[src/rtl/fifo_pkg.sv]
// Shared definitions for the FIFO/LIFO buffer family: mode encodings and the
// occupancy threshold compare used to build the almost_* flags.
package fifo_pkg;

  localparam logic MODE_FIFO = 1'b0;
  localparam logic MODE_LIFO = 1'b1;

  typedef enum logic [0:0] {
    CMP_GE = 1'b0,
    CMP_LE = 1'b1
  } cmp_dir_e;

  function automatic logic thresh_hit(input int unsigned cnt,
                                      input int unsigned thresh,
                                      input cmp_dir_e    dir);
    logic hit;
    case (dir)
      CMP_GE:  hit = (cnt >= thresh);
      CMP_LE:  hit = (cnt <= thresh);
      default: hit = 1'b0;
    endcase
    return hit;
  endfunction

endpackage

[src/rtl/fifo_lifo_mem.sv]
// Simple dual-port synchronous RAM: one write port, one registered read port.
// The read register is read-before-write, so a same-address write and read return the old word.
module fifo_lifo_mem #(
  parameter int DATA_WIDTH = 8,
  parameter int ADDR_WIDTH = 4
) (
  input  logic                  clk,
  input  logic                  rst,
  input  logic                  we,
  input  logic [ADDR_WIDTH-1:0] waddr,
  input  logic [DATA_WIDTH-1:0] wdata,
  input  logic                  re,
  input  logic [ADDR_WIDTH-1:0] raddr,
  output logic [DATA_WIDTH-1:0] rdata
);

  logic [DATA_WIDTH-1:0] mem_r [0:(1 << ADDR_WIDTH)-1];

  // Storage array write port.
  always_ff @(posedge clk) begin
    if (we) begin
      mem_r[waddr] <= wdata;
    end
  end

  // Registered read port; holds its value when no read is issued.
  always_ff @(posedge clk) begin
    if (rst) begin
      rdata <= {DATA_WIDTH{1'b0}};
    end else if (re) begin
      rdata <= mem_r[raddr];
    end
  end

endmodule

[src/rtl/syn_fifo_lifo.sv]
// Single-clock buffer running as FIFO or LIFO stack, chosen while empty, with
// occupancy count, threshold flags, error pulses and a registered read strobe.
module syn_fifo_lifo
  import fifo_pkg::*;
#(
  parameter int DATA_WIDTH    = 8,
  parameter int ADDR_WIDTH    = 4,
  parameter int DEPTH         = 1 << ADDR_WIDTH,
  parameter int AFULL_THRESH  = DEPTH - 2,
  parameter int AEMPTY_THRESH = 2
) (
  input  logic                  clk,
  input  logic                  rst,
  input  logic                  mode,
  input  logic                  wr_cs,
  input  logic                  wr_en,
  input  logic [DATA_WIDTH-1:0] data_in,
  input  logic                  rd_cs,
  input  logic                  rd_en,
  output logic [DATA_WIDTH-1:0] data_out,
  output logic                  data_valid,
  output logic                  empty,
  output logic                  full,
  output logic                  almost_empty,
  output logic                  almost_full,
  output logic [ADDR_WIDTH:0]   count,
  output logic                  overflow,
  output logic                  underflow,
  output logic                  mode_q
);

  localparam logic [ADDR_WIDTH:0]   DEPTH_C = (ADDR_WIDTH+1)'(DEPTH);
  localparam logic [ADDR_WIDTH:0]   C_ONE   = {{ADDR_WIDTH{1'b0}}, 1'b1};
  localparam logic [ADDR_WIDTH-1:0] A_ONE   = {{(ADDR_WIDTH-1){1'b0}}, 1'b1};

  logic [ADDR_WIDTH-1:0] wr_ptr_r;
  logic [ADDR_WIDTH-1:0] rd_ptr_r;
  logic [ADDR_WIDTH:0]   count_r;
  logic                  mode_q_r;
  logic                  data_valid_r;
  logic                  overflow_r;
  logic                  underflow_r;

  logic                  wr_req_s;
  logic                  rd_req_s;
  logic                  empty_s;
  logic                  full_s;
  logic                  rd_acc_s;
  logic                  wr_acc_s;
  logic [ADDR_WIDTH-1:0] top_s;
  logic [ADDR_WIDTH-1:0] waddr_s;
  logic [ADDR_WIDTH-1:0] raddr_s;
  logic [ADDR_WIDTH:0]   count_nxt_s;

  assign wr_req_s = wr_cs & wr_en;
  assign rd_req_s = rd_cs & rd_en;
  assign empty_s  = (count_r == {(ADDR_WIDTH+1){1'b0}});
  assign full_s   = (count_r == DEPTH_C);
  // A full buffer still takes a write when a read frees the slot in the same cycle.
  assign rd_acc_s = rd_req_s & ~empty_s;
  assign wr_acc_s = wr_req_s & (~full_s | rd_acc_s);
  assign top_s    = count_r[ADDR_WIDTH-1:0] - A_ONE;

  // Next occupancy and memory addressing for the mode in effect.
  always_comb begin
    count_nxt_s = count_r;
    raddr_s     = rd_ptr_r;
    waddr_s     = wr_ptr_r;
    if (wr_acc_s && !rd_acc_s) begin
      count_nxt_s = count_r + C_ONE;
    end else if (rd_acc_s && !wr_acc_s) begin
      count_nxt_s = count_r - C_ONE;
    end else begin
      count_nxt_s = count_r;
    end
    // Stack mode: a simultaneous push replaces the word being popped.
    if (mode_q_r == MODE_LIFO) begin
      raddr_s = top_s;
      waddr_s = rd_acc_s ? top_s : count_r[ADDR_WIDTH-1:0];
    end else begin
      raddr_s = rd_ptr_r;
      waddr_s = wr_ptr_r;
    end
  end

  // Pointers, occupancy, mode latch and single-cycle status pulses.
  always_ff @(posedge clk) begin
    if (rst) begin
      wr_ptr_r     <= {ADDR_WIDTH{1'b0}};
      rd_ptr_r     <= {ADDR_WIDTH{1'b0}};
      count_r      <= {(ADDR_WIDTH+1){1'b0}};
      mode_q_r     <= MODE_FIFO;
      data_valid_r <= 1'b0;
      overflow_r   <= 1'b0;
      underflow_r  <= 1'b0;
    end else begin
      count_r <= count_nxt_s;
      if (mode_q_r == MODE_FIFO) begin
        if (wr_acc_s) begin
          wr_ptr_r <= wr_ptr_r + A_ONE;
        end
        if (rd_acc_s) begin
          rd_ptr_r <= rd_ptr_r + A_ONE;
        end
      end
      if (empty_s && !wr_acc_s) begin
        mode_q_r <= mode;
      end
      data_valid_r <= rd_acc_s;
      overflow_r   <= wr_req_s & ~wr_acc_s;
      underflow_r  <= rd_req_s & empty_s;
    end
  end

  fifo_lifo_mem #(
    .DATA_WIDTH (DATA_WIDTH),
    .ADDR_WIDTH (ADDR_WIDTH)
  ) u_mem (
    .clk   (clk),
    .rst   (rst),
    .we    (wr_acc_s & ~rst),
    .waddr (waddr_s),
    .wdata (data_in),
    .re    (rd_acc_s & ~rst),
    .raddr (raddr_s),
    .rdata (data_out)
  );

  assign data_valid   = data_valid_r;
  assign overflow     = overflow_r;
  assign underflow    = underflow_r;
  assign mode_q       = mode_q_r;
  assign count        = count_r;
  assign empty        = empty_s;
  assign full         = full_s;
  assign almost_empty = thresh_hit(32'(count_r), AEMPTY_THRESH, CMP_LE);
  assign almost_full  = thresh_hit(32'(count_r), AFULL_THRESH, CMP_GE);

endmodule

[config.mk]
export PLATFORM = sky130hd
export DESIGN_NAME = syn_fifo_lifo
export DESIGN_NICKNAME = d
export VERILOG_FILES = /design/src/rtl/fifo_pkg.sv /design/src/rtl/fifo_lifo_mem.sv /design/src/rtl/syn_fifo_lifo.sv
export SDC_FILE = /design/constraint.sdc
export NUM_CORES = 1
export LEC_CHECK = 0
export BUFFER_PORTS_ARGS = -buffer_cell sky130_fd_sc_hd__buf_2
export CAP_MARGIN = 20
export CORE_ASPECT_RATIO = 0.75
export CORE_MARGIN = 2
export CORE_UTILIZATION = 35
export DETAILED_ROUTE_END_ITERATION = 6
export HOLD_SLACK_MARGIN = 0.1
export SETUP_SLACK_MARGIN = 0.15
export SKIP_LAST_GASP = 1
export SLEW_MARGIN = 10
export SYNTH_ARGS = -nofsm -noshare
export SYNTH_HDL_FRONTEND = slang
export SYNTH_SLANG_ARGS = --single-unit
[constraint.sdc]
create_clock -name clk -period 3.9 [get_ports clk]
set_clock_uncertainty 0.2 [all_clocks]
set_input_delay 0.585 -clock clk [delete_from_list [all_inputs] [get_ports clk]]
set_output_delay 0.585 -clock clk [all_outputs]
set_load 0.01 [all_outputs]
-- Yosys cells after proc, flatten, opt, wreduce, memory -nomap -nowiden
Memory sizes are Yosys's and may differ from the RTL's. A register that Yosys moved wholly into a read port is not among the register bits.
Index checks and enable logic that the tools add are counted.
- register bits: 17
- latch bits: 0
- memory bits (writable): 128
- ROM bits: 0
- input bits: 15
- output and inout port bits: 21
- logic and storage cells: 46
- memories: 1
- add/sub/neg operators: 5
- multiply operators: 0
- divide/modulo/power cells: 0
- $lt $le $gt $ge: 2
- equal/unequal tests: 1
- shifts and indexed selects: 0
- mux-type cells: 7
- bitwise logic cells: 14
- reductions and logical operators: 9
- memories (memory ; words ; bits a word ; read ports ; clocked after Yosys merged registers in ; write ports ; line ; source):
    u_mem.mem_r ; 16 ; 8 ; 1 ; 1 ; 1 ; fifo_lifo_mem.sv:17 ; logic [DATA_WIDTH-1:0] mem_r [0:(1 << ADDR_WIDTH)-1];
- operators with widths (cell ; number):
    $mux W4 ; 3
    $mux W5 ; 2
    $add A4 B1 Y4 const B ; 2
    $and A1 B1 Y1 ; 8
    $add A5 B1 Y5 const B ; 1
    $eq A5 B5 Y1 const B ; 1
    $ge A5 B4 Y1 const B ; 1
    $le A5 B2 Y1 const B ; 1
    $logic_not A5 Y1 ; 1
    $not A1 Y1 ; 5
    $sub A5 B1 Y5 const B ; 1
    $reduce_and A2 Y1 ; 2
    $sub A4 B1 Y4 const B ; 1
    $logic_and A1 B1 Y1 ; 3
    $logic_not A1 Y1 ; 2
    $mux W1 ; 2
    $reduce_bool A2 Y1 ; 1
    $or A1 B1 Y1 ; 1

-- Logic depth before layout (Yosys ltp)
Gate-level depths: netlist of run 1.
- depth in word-level cells: 9
- depth in mapped cells: 15
- mapped depth without buffers: 15

-- Cells and area by module
From an unflattened synthesis of run 1, not the netlist that was laid out.
- cells, all modules: 449
- area, all modules: 6501.2 um^2
- by module, submodules not included (module ; instances ; cells each ; area an instance (um^2) ; sequential area each (um^2)):
    fifo_lifo_mem ; 1 ; 316 ; 5343.9 ; 4003.8
    syn_fifo_lifo ; 1 ; 133 ; 1157.4 ; 340.3

-- Worst setup path before layout of run 1
Ideal clock, no wire load.
- kind: register to register
- from: register count_r[0], in the netlist count[0]
- to: register count_r[4], in the netlist count[4]
- library setup time: 129 ps
- arrival time: 2936 ps
- data required time: 3571 ps
- path slack: 635 ps
- stages on the path, launching flop included: 16
- path buffers: 0
- clock period less this slack: 3265 ps
- cells stage by stage: dfxtp_1 > inv_1 > ha_1 > or4b_4 > clkinv_4 > nor2_1 > inv_1 > ha_1 > inv_1 > ha_1 > nor2b_1 > o21a_1 > or3_1 > a21oi_1 > xnor2_1 > nor2_1
- cells in the longest elaborated chain, start to end: 8
- elaborated cells between the ends (all ways): 16
- those cells by class: 2 x add/sub; 1 x eq/ne; 2 x mux; 5 x bitwise; 6 x reduce/logical
- RTL lines (item ; line ; source):
    from (decl) ; syn_fifo_lifo.sv:38 ; logic [ADDR_WIDTH:0] count_r;
    from (signal assigned) ; syn_fifo_lifo.sv:91 ; count_r <= {(ADDR_WIDTH+1){1'b0}};
    from (signal assigned) ; syn_fifo_lifo.sv:97 ; count_r <= count_nxt_s;
    $logic_not A5 Y1 * ; syn_fifo_lifo.sv:57 ; assign empty_s = (count_r == {(ADDR_WIDTH+1){1'b0}});
    net empty ; syn_fifo_lifo.sv:22 ; output logic empty,
    $not A1 Y1 * ; syn_fifo_lifo.sv:60 ; assign rd_acc_s = rd_req_s & ~empty_s;
    $and A1 B1 Y1 * ; syn_fifo_lifo.sv:60 ;
    $or A1 B1 Y1 ; syn_fifo_lifo.sv:61 ; assign wr_acc_s = wr_req_s & (~full_s | rd_acc_s);
    $and A1 B1 Y1 ; syn_fifo_lifo.sv:61 ;
    $logic_not A1 Y1 ; syn_fifo_lifo.sv:71 ; end else if (rd_acc_s && !wr_acc_s) begin
    $logic_and A1 B1 Y1 ; syn_fifo_lifo.sv:71 ;
    $reduce_bool A2 Y1 (no source line) ; - ;
The timed path passes the listed nets; every way through them passes the cells marked *. The select of a mux whose other input is x is not followed.
A chain may end at the register's enable or synchronous reset.

-- Worst setup path after layout of run 1
- from: register count_r[0], in the netlist count[0]
- to: register count_r[4], in the netlist count[4]
- cells in the longest elaborated chain, start to end: 8
- elaborated cells between the ends (all ways): 16
- those cells by class: 2 x add/sub; 1 x eq/ne; 2 x mux; 5 x bitwise; 6 x reduce/logical
- RTL lines (item ; line):
    $logic_not A5 Y1 ; syn_fifo_lifo.sv:57
    $not A1 Y1 ; syn_fifo_lifo.sv:60
    $and A1 B1 Y1 ; syn_fifo_lifo.sv:60
    $or A1 B1 Y1 ; syn_fifo_lifo.sv:61
    $and A1 B1 Y1 ; syn_fifo_lifo.sv:61
    $logic_not A1 Y1 ; syn_fifo_lifo.sv:71
    $logic_and A1 B1 Y1 ; syn_fifo_lifo.sv:71
    $reduce_bool A2 Y1 (no source line) ; -
Several ways; a longest one is shown, not always the timed one. The select of a mux whose other input is x is not followed.

==> metrics, run 1 <==
status=finished, final reports clean; Synth Register Bits=153; async set-or-reset flop fraction in the synthesized netlist=0; H-Tree Depth=4; Synth Area per Inst=12.2 sq um; ANT cells=0; clk sinks=153; DR WL/cell=19.0 microns; footprint of the multi-input gates=0.00204 sq mm; Iter 0 DRT Violations=443; number of fill cells=1721; vias=4579; Die Span Y=122 microns; Leak=2.61 nW; Worst setup startpoint=count[0]$_SDFFE_PP0P_; syn_nets=561; FF-to-FF End=count[4]$_SDFFE_PP0P_; Syn Inst Count=535; Final Power=5.19 mW; top cells by area, synth=edfxtp_1 (59%), dfxtp_1 (7.7%), a21oi_1 (5.3%), nor2_1 (3.9%), a211oi_1 (2.2%); Hold Vio Cnt, Final=0; total CTS buffers=17; R2R Setup Slk=410 ps; CTS tree=done; Worst Hold Class=primary input to flop; Post-synth EDFFs=128; CTS Buffer Depth=2; total track usage=0.168; # hold bufs at CTS=0; routability cong.=0.859; Detail Placement HPWL=10.4 mm; total wire length=16.1 mm; die area=0.0198 sq mm; drt via density=5.42; Setup crit end kind=flop; post-route ant nets=0; RSZ-0062 raised after global routing=no; Crit path depth=15; grt ovf=0; Fin Setup TNS=0 ps; Critical Path End=count[4]$_SDFFE_PP0P_; DIE WIDTH=162 microns; most frequent cell after synthesis=edfxtp_1; Root Driver=clkbuf_16; Max VDD drop=0.353 mV; relative slew slack=0.296; startpoint types=flop; Max stage delay on crit path=500 ps; cell area after synthesis=0.00652 sq mm; Reg area=0.00434 sq mm; fmax=287 MHz; required time of the critical path=4000 ps; Seq/Total Area, Yosys=0.666; Ys Warns=0; Worst-Skew Late Latency=420 ps; Cell variety after synth=46; R2R depth=15; number of global-route vias before repair=4450; Top cell by count, worst path=ha_1; Post-CTS Setup Inserts=0; floorplan core area=0.0183 sq mm; DR DRC count=0; I/O Buffers=35; synthesis-to-finish area growth=16.7%; Resized Gates After CTS=0; delay-heaviest family, CP=simple AND/OR/NAND/NOR gates; min cycle time layout=3490 ps; PD cells=682 mW/mm^2; Buf/Inv on CP=4; post-synth top area share=0.589; clk slew on worst S/H paths=60 ps; crit path kind=flop to flop; Final Max Slew Viols=0; final setup violating endpoints=0; worst reg2reg startpoint=count[0]$_SDFFE_PP0P_; Data arrival, critical path=3580 ps; Main synth FF type=edfxtp_1; largest net degree at the start of global routing=33; Cell Chain, Critical Path=inv_2 -> ha_1 -> or4b_4 -> clkinv_4 -> nor2_2 -> inv_1 -> ha_1 -> inv_1 -> ha_1 -> nor2b_1 -> o21a_1 -> or3_1 -> a21oi_1 -> xnor2_1 -> nor2_1; IO Count=36; DRT Pass-1 Iters=7; Core Util, Final=0.415; fraction of layout cells with a size suffix above 1=0.169; row count=43; first-pass GRT wire length=25.0 mm; CP max stage cell=or4b_4; initial antenna violation count=1; Initial Util=0.355; final period utilization=0.894; Slew @ Worst Pin=1050 ps; most common library cells after synthesis=edfxtp_1 (128), a21oi_1 (69), nor2_1 (68), nand2_1 (31), dfxtp_1 (25); Final #Nets=611; CP max FO=7; Max Cap Viol=0; Yosys top cell by area=edfxtp_1
==> layout by cell type, fill, tap and decap left out, types with 7 or more instances in the layout <==
| cell type | synthesis | layout |
|---|---|---|
| a211oi_1 | 19 | 19 |
| a21oi_1 | 69 | 69 |
| and3_1 | 19 | 19 |
| buf_2 | 10 | 35 |
| buf_4 | 0 | 26 |
| clkbuf_1 | 18 | 8 |
| clkbuf_16 | 0 | 17 |
| dfxtp_1 | 25 | 25 |
| edfxtp_1 | 128 | 128 |
| ha_1 | 10 | 10 |
| nand2_1 | 31 | 31 |
| nand2b_1 | 7 | 7 |
| nor2_1 | 68 | 67 |
| nor4_1 | 15 | 15 |
| o21ai_0 | 18 | 18 |
| o22ai_1 | 20 | 19 |
| xnor2_1 | 7 | 7 |
| xor2_1 | 7 | 7 |
==> power breakdown <==
part	switching [mW]	internal (mW)	leakage (nW)
Clock	0.591	0.860	0.256
Sequential	0.101	1.86	1.35
Combinational	1.15	0.624	0.997
Total	1.85	3.34	2.61
==> how the worst min path moves through the flow <==
stage | slack (ps) | cells past startpoint | startpoint | end
CTS | 210 | 3 | mode | mode_q$_SDFFE_PP0P_
detailed placement | 270 | 2 | u_mem.rdata[2]$_SDFFE_PP0P_ | u_mem.rdata[2]$_SDFFE_PP0P_
global placement | 250 | 2 | u_mem.rdata[7]$_SDFFE_PP0P_ | u_mem.rdata[7]$_SDFFE_PP0P_
global route | 250 | 3 | mode | mode_q$_SDFFE_PP0P_
floorplan | 280 | 2 | wr_ptr_r[1]$_SDFFE_PP0P_ | wr_ptr_r[1]$_SDFFE_PP0P_
finish | 220 | 3 | mode | mode_q$_SDFFE_PP0P_
==> routing by layer <==
metal  vias up  part of all wire  track usage
met4         2             0.020       0.0603
met5         -           0.00050            0
met3        42             0.077       0.0392
met2       200              0.44        0.259
li1       2123                 -            -
met1      2212              0.46        0.234
==> state kept, by name, indices dropped and copies added (netlist names) <==
signal	flops
u_mem.rdata	8
count	5
u_mem.mem_r	128
data_valid	1
underflow	1
mode_q	1
overflow	1
rd_ptr_r	4
wr_ptr_r	4
==> final cells by class <==
cell class / count / share of cell area
clock buffers: 28 / 0.0653
clock inverters: 4 / 0.00263
multi-input cells: 346 / 0.268
flip-flops and latches: 153 / 0.571
inverters: 6 / 0.00362
repair buffers: 61 / 0.0487
well taps: 247 / 0.0406
==> kinds of logic after synthesis <==
logic type	synth area share
muxes	0.00460
DFF	0.666
AOI/OAI and AO/OA	0.135
and+or+nand+nor	0.129
adders and majority gates	0.0223
buffers and inverters	0.0246
xor gates and xnor gates	0.0188
==> through the flow <==
| step | cell area, sq um | hold WS (ps) | std cells | setup slack, ps |
|---|---|---|---|---|
| 6_report | 7610 | 224 | 845 | 414 |
| 5_1_grt | 7610 | 247 | 845 | 167 |
| 4_1_cts | 7610 | 209 | 845 | 284 |
| 3_5_place_dp | 7090 | 265 | 813 | 305 |
| 3_3_place_gp | 7090 | 254 | 813 | 429 |
| 2_1_floorplan | 6520 | 279 | 535 | 635 |
==> worst reg2reg max path, delay by kind of cell, from the launching register on <==
| family | cells | cell delay [ps] |
|---|---|---|
| buffers and inverters | 4 | 490 |
| adders and majority gates | 3 | 720 |
| xor gates and xnor gates | 1 | 150 |
| and+or+nand+nor | 5 | 1050 |
| DFF | 1 | 380 |
| AOI/OAI and AO/OA | 2 | 370 |
No activity file was read; power rests on OpenSTA's default activity.
==> run 2: changes to the inputs <==
--- a/config.mk
+++ b/config.mk
@@ -9,7 +9,7 @@
 export CAP_MARGIN = 20
 export CORE_ASPECT_RATIO = 0.75
 export CORE_MARGIN = 2
-export CORE_UTILIZATION = 35
+export CORE_UTILIZATION = 33
 export DETAILED_ROUTE_END_ITERATION = 6
 export HOLD_SLACK_MARGIN = 0.1
 export SETUP_SLACK_MARGIN = 0.15
==> run 2 against run 1 <==
Against the previous run:
- sequential power hardly changed
- die area is 5.9% higher
- cell count is 0.83% higher
- via count is 0.66% higher
- critical endpoint unchanged
- flip-flop and latch count stayed put
- largest power group unchanged
- clock power is 24% higher
- highest routed layer is now met4
- register-to-register slack worse by 30 ps
- non-clock buffer count stayed put
==> metrics, run 2 (same netlist as run 1, synthesis figures left out) <==
status=finished, final reports clean (unchanged); I/O Buffers=35 (unchanged); routability cong.=0.801 (was 0.859); delay-heaviest family, CP=simple AND/OR/NAND/NOR gates (unchanged); Root Driver=clkbuf_16 (unchanged); Worst setup startpoint=count[0]$_SDFFE_PP0P_ (unchanged); Final #Nets=611 (unchanged); CTS tree=done (unchanged); total CTS buffers=17 (unchanged); Area after DPL=0.00709 sq mm (unchanged); Hold Vio Cnt, Final=0 (unchanged); CTS Buffer Depth=2 (unchanged); Max stage delay on crit path=430 ps (was 500 ps); relative slew slack=0.373 (was 0.296); Max Cap Viol=0 (unchanged); register with the most flip-flops=u_mem.mem_r (unchanged); initial antenna violation count=0 (was 1); Core Util, Final=0.401 (was 0.415); total wire length=16.2 mm (was 16.1 mm); DR WL/cell=19.1 microns (was 19.0 microns); min cycle time layout=3520 ps (was 3490 ps); Fin Setup TNS=0 ps (unchanged); R2R depth=15 (unchanged); H-Tree Depth=4 (unchanged); Data arrival, critical path=3630 ps (was 3580 ps); met1 Usage GRT=0.225 (was 0.234); startpoint types=flop (unchanged); clk slew on worst S/H paths=60 ps (about the same); final instance area=0.00777 sq mm (was 0.00761 sq mm); most crowded layer after global routing=met2 (unchanged); met2 global-route usage=0.243 (was 0.259); Worst-Skew Late Latency=430 ps (was 420 ps); row count=44 (was 43); crit path kind=flop to flop (unchanged); commonest non-fill, non-tap cell in the layout=edfxtp_1 (unchanged); fraction of layout cells with a size suffix above 1=0.181 (was 0.169); Max VDD drop=0.379 mV (was 0.353 mV); Iter 0 DRT Violations=517 (was 443); most frequent cells in the layout=edfxtp_1 (128), a21oi_1 (69), nor2_1 (67), buf_2 (35), nand2_1 (31) (unchanged); final period utilization=0.902 (was 0.894); R2R Setup Slk=380 ps (was 410 ps); DIE WIDTH=166 microns (was 162 microns); Die Span Y=126 microns (was 122 microns); Leak=2.67 nW (was 2.61 nW); max reg flops=128 (unchanged); vias=4609 (was 4579); Critical Path End=count[4]$_SDFFE_PP0P_ (unchanged); Final Max Slew Viols=0 (unchanged); final setup violating endpoints=0 (unchanged); total track usage=0.160 (was 0.168); IO Count=36 (unchanged); PD cells=718 mW/mm^2 (was 682 mW/mm^2); die area=0.0209 sq mm (was 0.0198 sq mm); Detail Placement HPWL=10.4 mm (about the same); Slew @ Worst Pin=938 ps (was 1050 ps); Top cell by count, worst path=ha_1 (unchanged); Buf/Inv on CP=4 (unchanged); Cell Chain, Critical Path=clkinvlp_4 -> ha_1 -> or4b_4 -> clkinv_4 -> nor2_2 -> inv_1 -> ha_1 -> inv_1 -> ha_1 -> nor2b_1 -> o21a_1 -> or3_1 -> a21oi_1 -> xnor2_1 -> nor2_1 (was inv_2 -> ha_1 -> or4b_4 -> clkinv_4 -> nor2_2 -> inv_1 -> ha_1 -> inv_1 -> ha_1 -> nor2b_1 -> o21a_1 -> or3_1 -> a21oi_1 -> xnor2_1 -> nor2_1); FF-to-FF End=count[4]$_SDFFE_PP0P_ (unchanged); required time of the critical path=4010 ps (was 4000 ps); Final Power=5.58 mW (was 5.19 mW); clk sinks=153 (unchanged); Initial Util=0.337 (was 0.355); worst reg2reg startpoint=count[0]$_SDFFE_PP0P_ (unchanged); grt ovf=0 (unchanged); Crit path depth=15 (unchanged); CP max stage cell=dfxtp_2 (was or4b_4); RSZ-0062 raised after global routing=no (unchanged); synthesis-to-finish area growth=19.1% (was 16.7%); drt via density=5.41 (was 5.42); first-pass GRT wire length=25.6 mm (was 25.0 mm); Worst Hold Class=primary input to flop (unchanged); met3 Usage GRT=0.0355 (was 0.0392); fmax=284 MHz (was 287 MHz); floorplan core area=0.0194 sq mm (was 0.0183 sq mm); post-route ant nets=0 (unchanged); Setup crit end kind=flop (unchanged); number of global-route vias before repair=4462 (was 4450); CP max FO=7 (unchanged); DR DRC count=0 (unchanged); largest net degree at the start of global routing=33 (unchanged); DRT Pass-1 Iters=5 (was 7)
==> run 2: timing repair <==
action	4_1_cts	5_1_grt
hold buffers	0	0
setup endpoints to repair	0	1
setup buffers	0	0
resized for setup	0	4
==> run 2: power breakdown <==
part,internal [mW],leakage (nW),switching [mW]
Clock,1.17,0.317,0.634
Combinational,0.637,0.997,1.16
Sequential,1.86,1.36,0.110
Total,3.67,2.67,1.91
==> run 2: worst min-delay path, cell delays in order <==
cell and delay (ps):
buf_2 100, nand3_1 50, a21oi_1 50
==> run 2: layout make-up <==
type | instances | area, sq um
clock inverter | 11 | 194
sequential | 153 | 4350
multi-input combinational | 346 | 2040
timing repair buffer | 61 | 378
clock buffer | 21 | 460
tap | 253 | 317
inverter | 6 | 31.3
fill | 1825 | 11600
antenna | 1 | 2.50
==> run 2: through the flow <==
stage / std cells / hold slack (ps) / worst slack (ps)
6_report: 852 / 206 / 383
5_1_grt: 851 / 224 / 165
4_1_cts: 850 / 196 / 274
3_5_place_dp: 818 / 270 / 289
3_3_place_gp: 818 / 256 / 447
2_1_floorplan: 535 / 279 / 635
==> run 2: worst min-delay path by stage <==
stage,startpoint,cells after the start,endpoint
detailed placement,u_mem.rdata[2]$_SDFFE_PP0P_,2,u_mem.rdata[2]$_SDFFE_PP0P_
global placement,u_mem.rdata[7]$_SDFFE_PP0P_,2,u_mem.rdata[7]$_SDFFE_PP0P_
global route,mode,3,mode_q$_SDFFE_PP0P_
finish,mode,3,mode_q$_SDFFE_PP0P_
CTS,mode,3,mode_q$_SDFFE_PP0P_
floorplan,wr_ptr_r[1]$_SDFFE_PP0P_,2,wr_ptr_r[1]$_SDFFE_PP0P_
==> run 2: layer usage <==
metal,routed length (microns),vias up,share of wire
li1,-,2130,-
met3,1050,35,0.065
met2,7260,152,0.45
met1,7560,2292,0.47
met5,0,-,0
met4,376,0,0.023
==> run 3: changes to the inputs <==
--- a/config.mk
+++ b/config.mk
@@ -7,11 +7,13 @@
 export LEC_CHECK = 0
 export BUFFER_PORTS_ARGS = -buffer_cell sky130_fd_sc_hd__buf_2
 export CAP_MARGIN = 20
+export CELL_PAD_IN_SITES_DETAIL_PLACEMENT = 0
+export CELL_PAD_IN_SITES_GLOBAL_PLACEMENT = 1
 export CORE_ASPECT_RATIO = 0.75
-export CORE_MARGIN = 2
 export CORE_UTILIZATION = 33
 export DETAILED_ROUTE_END_ITERATION = 6
 export HOLD_SLACK_MARGIN = 0.1
+export PLACE_DENSITY_LB_ADDON = 0.1
 export SETUP_SLACK_MARGIN = 0.15
 export SKIP_LAST_GASP = 1
 export SLEW_MARGIN = 10
==> run 3 against run 2 <==
Against the previous run:
- wire length grew 14%
- critical path depth is the same
- maximum frequency is essentially flat
- die area shrank 2.8%
- core utilization shrank 0.40 points
- sequential share of layout area grew 0.55 points
- largest cell class unchanged
==> metrics, run 3 (same netlist as run 1, synthesis figures left out) <==
status=finished, final reports clean (unchanged); row count=44 (unchanged); Die Span Y=124 microns (was 126 microns); DRT Pass-1 Iters=4 (was 5); Post-CTS Setup Inserts=0 (unchanged); PD cells=697 mW/mm^2 (was 718 mW/mm^2); Initial Util=0.337 (unchanged); Routed met2 length=8.11 mm (was 7.26 mm); Buf/Inv on CP=4 (unchanged); Fin Setup TNS=0 ps (unchanged); final setup violating endpoints=0 (unchanged); CP max stage cell=or4b_4 (was dfxtp_2); total CTS buffers=17 (unchanged); commonest non-fill, non-tap cell in the layout=edfxtp_1 (unchanged); routability cong.=0.768 (was 0.801); Final Max Slew Viols=0 (unchanged); fraction of layout cells with a size suffix above 1=0.178 (was 0.181); Worst Hold Class=primary input to flop (unchanged); Worst-Skew Late Latency=420 ps (was 430 ps); total track usage=0.194 (was 0.160); Data arrival, critical path=3620 ps (was 3630 ps); largest net degree at the start of global routing=37 (was 33); Setup crit end kind=flop (unchanged); Leak=2.63 nW (was 2.67 nW); ANT cells=0 (was 1); most frequent cells in the layout=edfxtp_1 (128), a21oi_1 (69), nor2_1 (67), buf_2 (35), nand2_1 (31) (unchanged); Max stage delay on crit path=510 ps (was 430 ps); post-route ant nets=0 (unchanged); met3 routed WL=673 microns (was 1.05 mm); Hold Vio Cnt, Final=0 (unchanged); Area after DPL=0.00712 sq mm (was 0.00709 sq mm); number of fill cells=1888 (was 1825); clk slew on worst S/H paths=60 ps (about the same); FF-to-FF End=count[4]$_SDFFE_PP0P_ (unchanged); synthesis-to-finish area growth=18.0% (was 19.1%); CTS Buffer Depth=2 (unchanged); drt via density=5.29 (was 5.41); final period utilization=0.902 (about the same); # hold bufs at CTS=0 (unchanged); R2R Setup Slk=380 ps (about the same); I/O Buffers=35 (unchanged); floorplan core area=0.0194 sq mm (unchanged); RSZ-0062 raised after global routing=no (unchanged); delay-heaviest family, CP=simple AND/OR/NAND/NOR gates (unchanged); required time of the critical path=4000 ps (was 4010 ps); relative slew slack=0.323 (was 0.373); Iter 0 DRT Violations=370 (was 517); die area=0.0203 sq mm (was 0.0209 sq mm); DR WL/cell=21.6 microns (was 19.1 microns); total wire length=18.5 mm (was 16.2 mm); CP max FO=7 (unchanged); Cell Chain, Critical Path=inv_1 -> ha_1 -> or4b_4 -> clkinv_4 -> nor2_2 -> inv_1 -> ha_1 -> inv_1 -> ha_1 -> nor2b_1 -> o21a_1 -> or3_1 -> a21oi_1 -> xnor2_1 -> nor2_1 (was clkinvlp_4 -> ha_1 -> or4b_4 -> clkinv_4 -> nor2_2 -> inv_1 -> ha_1 -> inv_1 -> ha_1 -> nor2b_1 -> o21a_1 -> or3_1 -> a21oi_1 -> xnor2_1 -> nor2_1); Final #Nets=615 (was 611); crit path kind=flop to flop (unchanged); final instance area=0.00769 sq mm (was 0.00777 sq mm); register with the most flip-flops=u_mem.mem_r (unchanged); Max Cap Viol=0 (unchanged); min cycle time layout=3520 ps (about the same); number of global-route vias before repair=4445 (was 4462); worst hold stages=3 (unchanged); max reg flops=128 (unchanged); IO Count=36 (unchanged); hold_sp=mode (unchanged); H-Tree Depth=4 (unchanged); WL met1=9.51 mm (was 7.56 mm); Max VDD drop=0.423 mV (was 0.379 mV); Root Driver=clkbuf_16 (unchanged); DR DRC count=0 (unchanged); CTS tree=done (unchanged); Resized Gates After CTS=0 (unchanged); Detail Placement HPWL=11.7 mm (was 10.4 mm); initial antenna violation count=0 (unchanged); Worst Hold End=mode_q$_SDFFE_PP0P_ (unchanged); first-pass GRT wire length=28.1 mm (was 25.6 mm); worst reg2reg startpoint=count[1]$_SDFFE_PP0P_ (was count[0]$_SDFFE_PP0P_); vias=4519 (was 4609); Top Metal Used=met4 (unchanged); fmax=284 MHz (about the same); DIE WIDTH=164 microns (was 166 microns); R2R depth=15 (unchanged); startpoint types=flop (unchanged); grt ovf=0 (unchanged); clk sinks=153 (unchanged); Slew @ Worst Pin=1010 ps (was 938 ps); Worst setup startpoint=count[1]$_SDFFE_PP0P_ (was count[0]$_SDFFE_PP0P_)
-- run 3: cell count changes in the layout (fill, tap and decap cells not counted), moves of 2 or more --
cell / change
clkinv_4: -2
bufinv_16: -4
buf_4: +4
clkinvlp_4: +3
inv_1: +2
-- run 3: worst max-delay path by stage --
stage,endpoint,depth (start not counted)
6_report,count[4]$_SDFFE_PP0P_,15
5_1_grt,count[4]$_SDFFE_PP0P_,15
4_1_cts,count[4]$_SDFFE_PP0P_,15
3_5_place_dp,count[4]$_SDFFE_PP0P_,15
3_3_place_gp,count[4]$_SDFFE_PP0P_,15
2_1_floorplan,count[4]$_SDFFE_PP0P_,15
-- run 3: through the flow --
stage | util | worst slack (ps) | power (mW) | instances | hold slack, ps
after floorplan | - | 635 | 3.19 | 535 | 279
after global placement | 0.367 | 484 | 3.85 | 822 | 266
after detailed placement | 0.367 | 364 | 3.86 | 822 | 270
after CTS | 0.396 | 342 | 5.41 | 854 | 226
after global routing | 0.397 | 164 | 5.67 | 855 | 274
final | 0.397 | 383 | 5.36 | 855 | 249
-- run 3: routing by layer --
layer | vias to the layer above | track usage
li1 | 2133 | -
met1 | 2286 | 0.291
met2 | 83 | 0.284
met3 | 17 | 0.0330
met4 | 0 | 0.0619
met5 | - | 0
-- run 3: worst register-to-register path: stages (launching register included) --
cell and delay (ps):
dfxtp_1 370, inv_1 200, ha_1 200, or4b_4 510, clkinv_4 110, nor2_2 70
inv_1 110, ha_1 230, inv_1 120, ha_1 300, nor2b_1 140, o21a_1 180
or3_1 300, a21oi_1 180, xnor2_1 140, nor2_1 50
-- run 3: area by class of cell --
| class | instances | area [sq um] | area share |
|---|---|---|---|
| flip-flops and latches | 153 | 4340 | 0.565 |
| multi-input cells | 346 | 2040 | 0.265 |
| clock buffers | 21 | 450 | 0.0586 |
| repair buffers | 65 | 413 | 0.0537 |
| well taps | 253 | 317 | 0.0412 |
| clock inverters | 11 | 98.8 | 0.0128 |
| inverters | 6 | 27.5 | 0.00358 |
-- run 3: power breakdown --
group          switching, mW  internal (mW)  total [mW]  leakage, nW
clock                  0.641          0.891        1.53        0.253
sequential             0.104           1.86        1.96         1.35
combinational           1.23          0.639        1.86         1.02
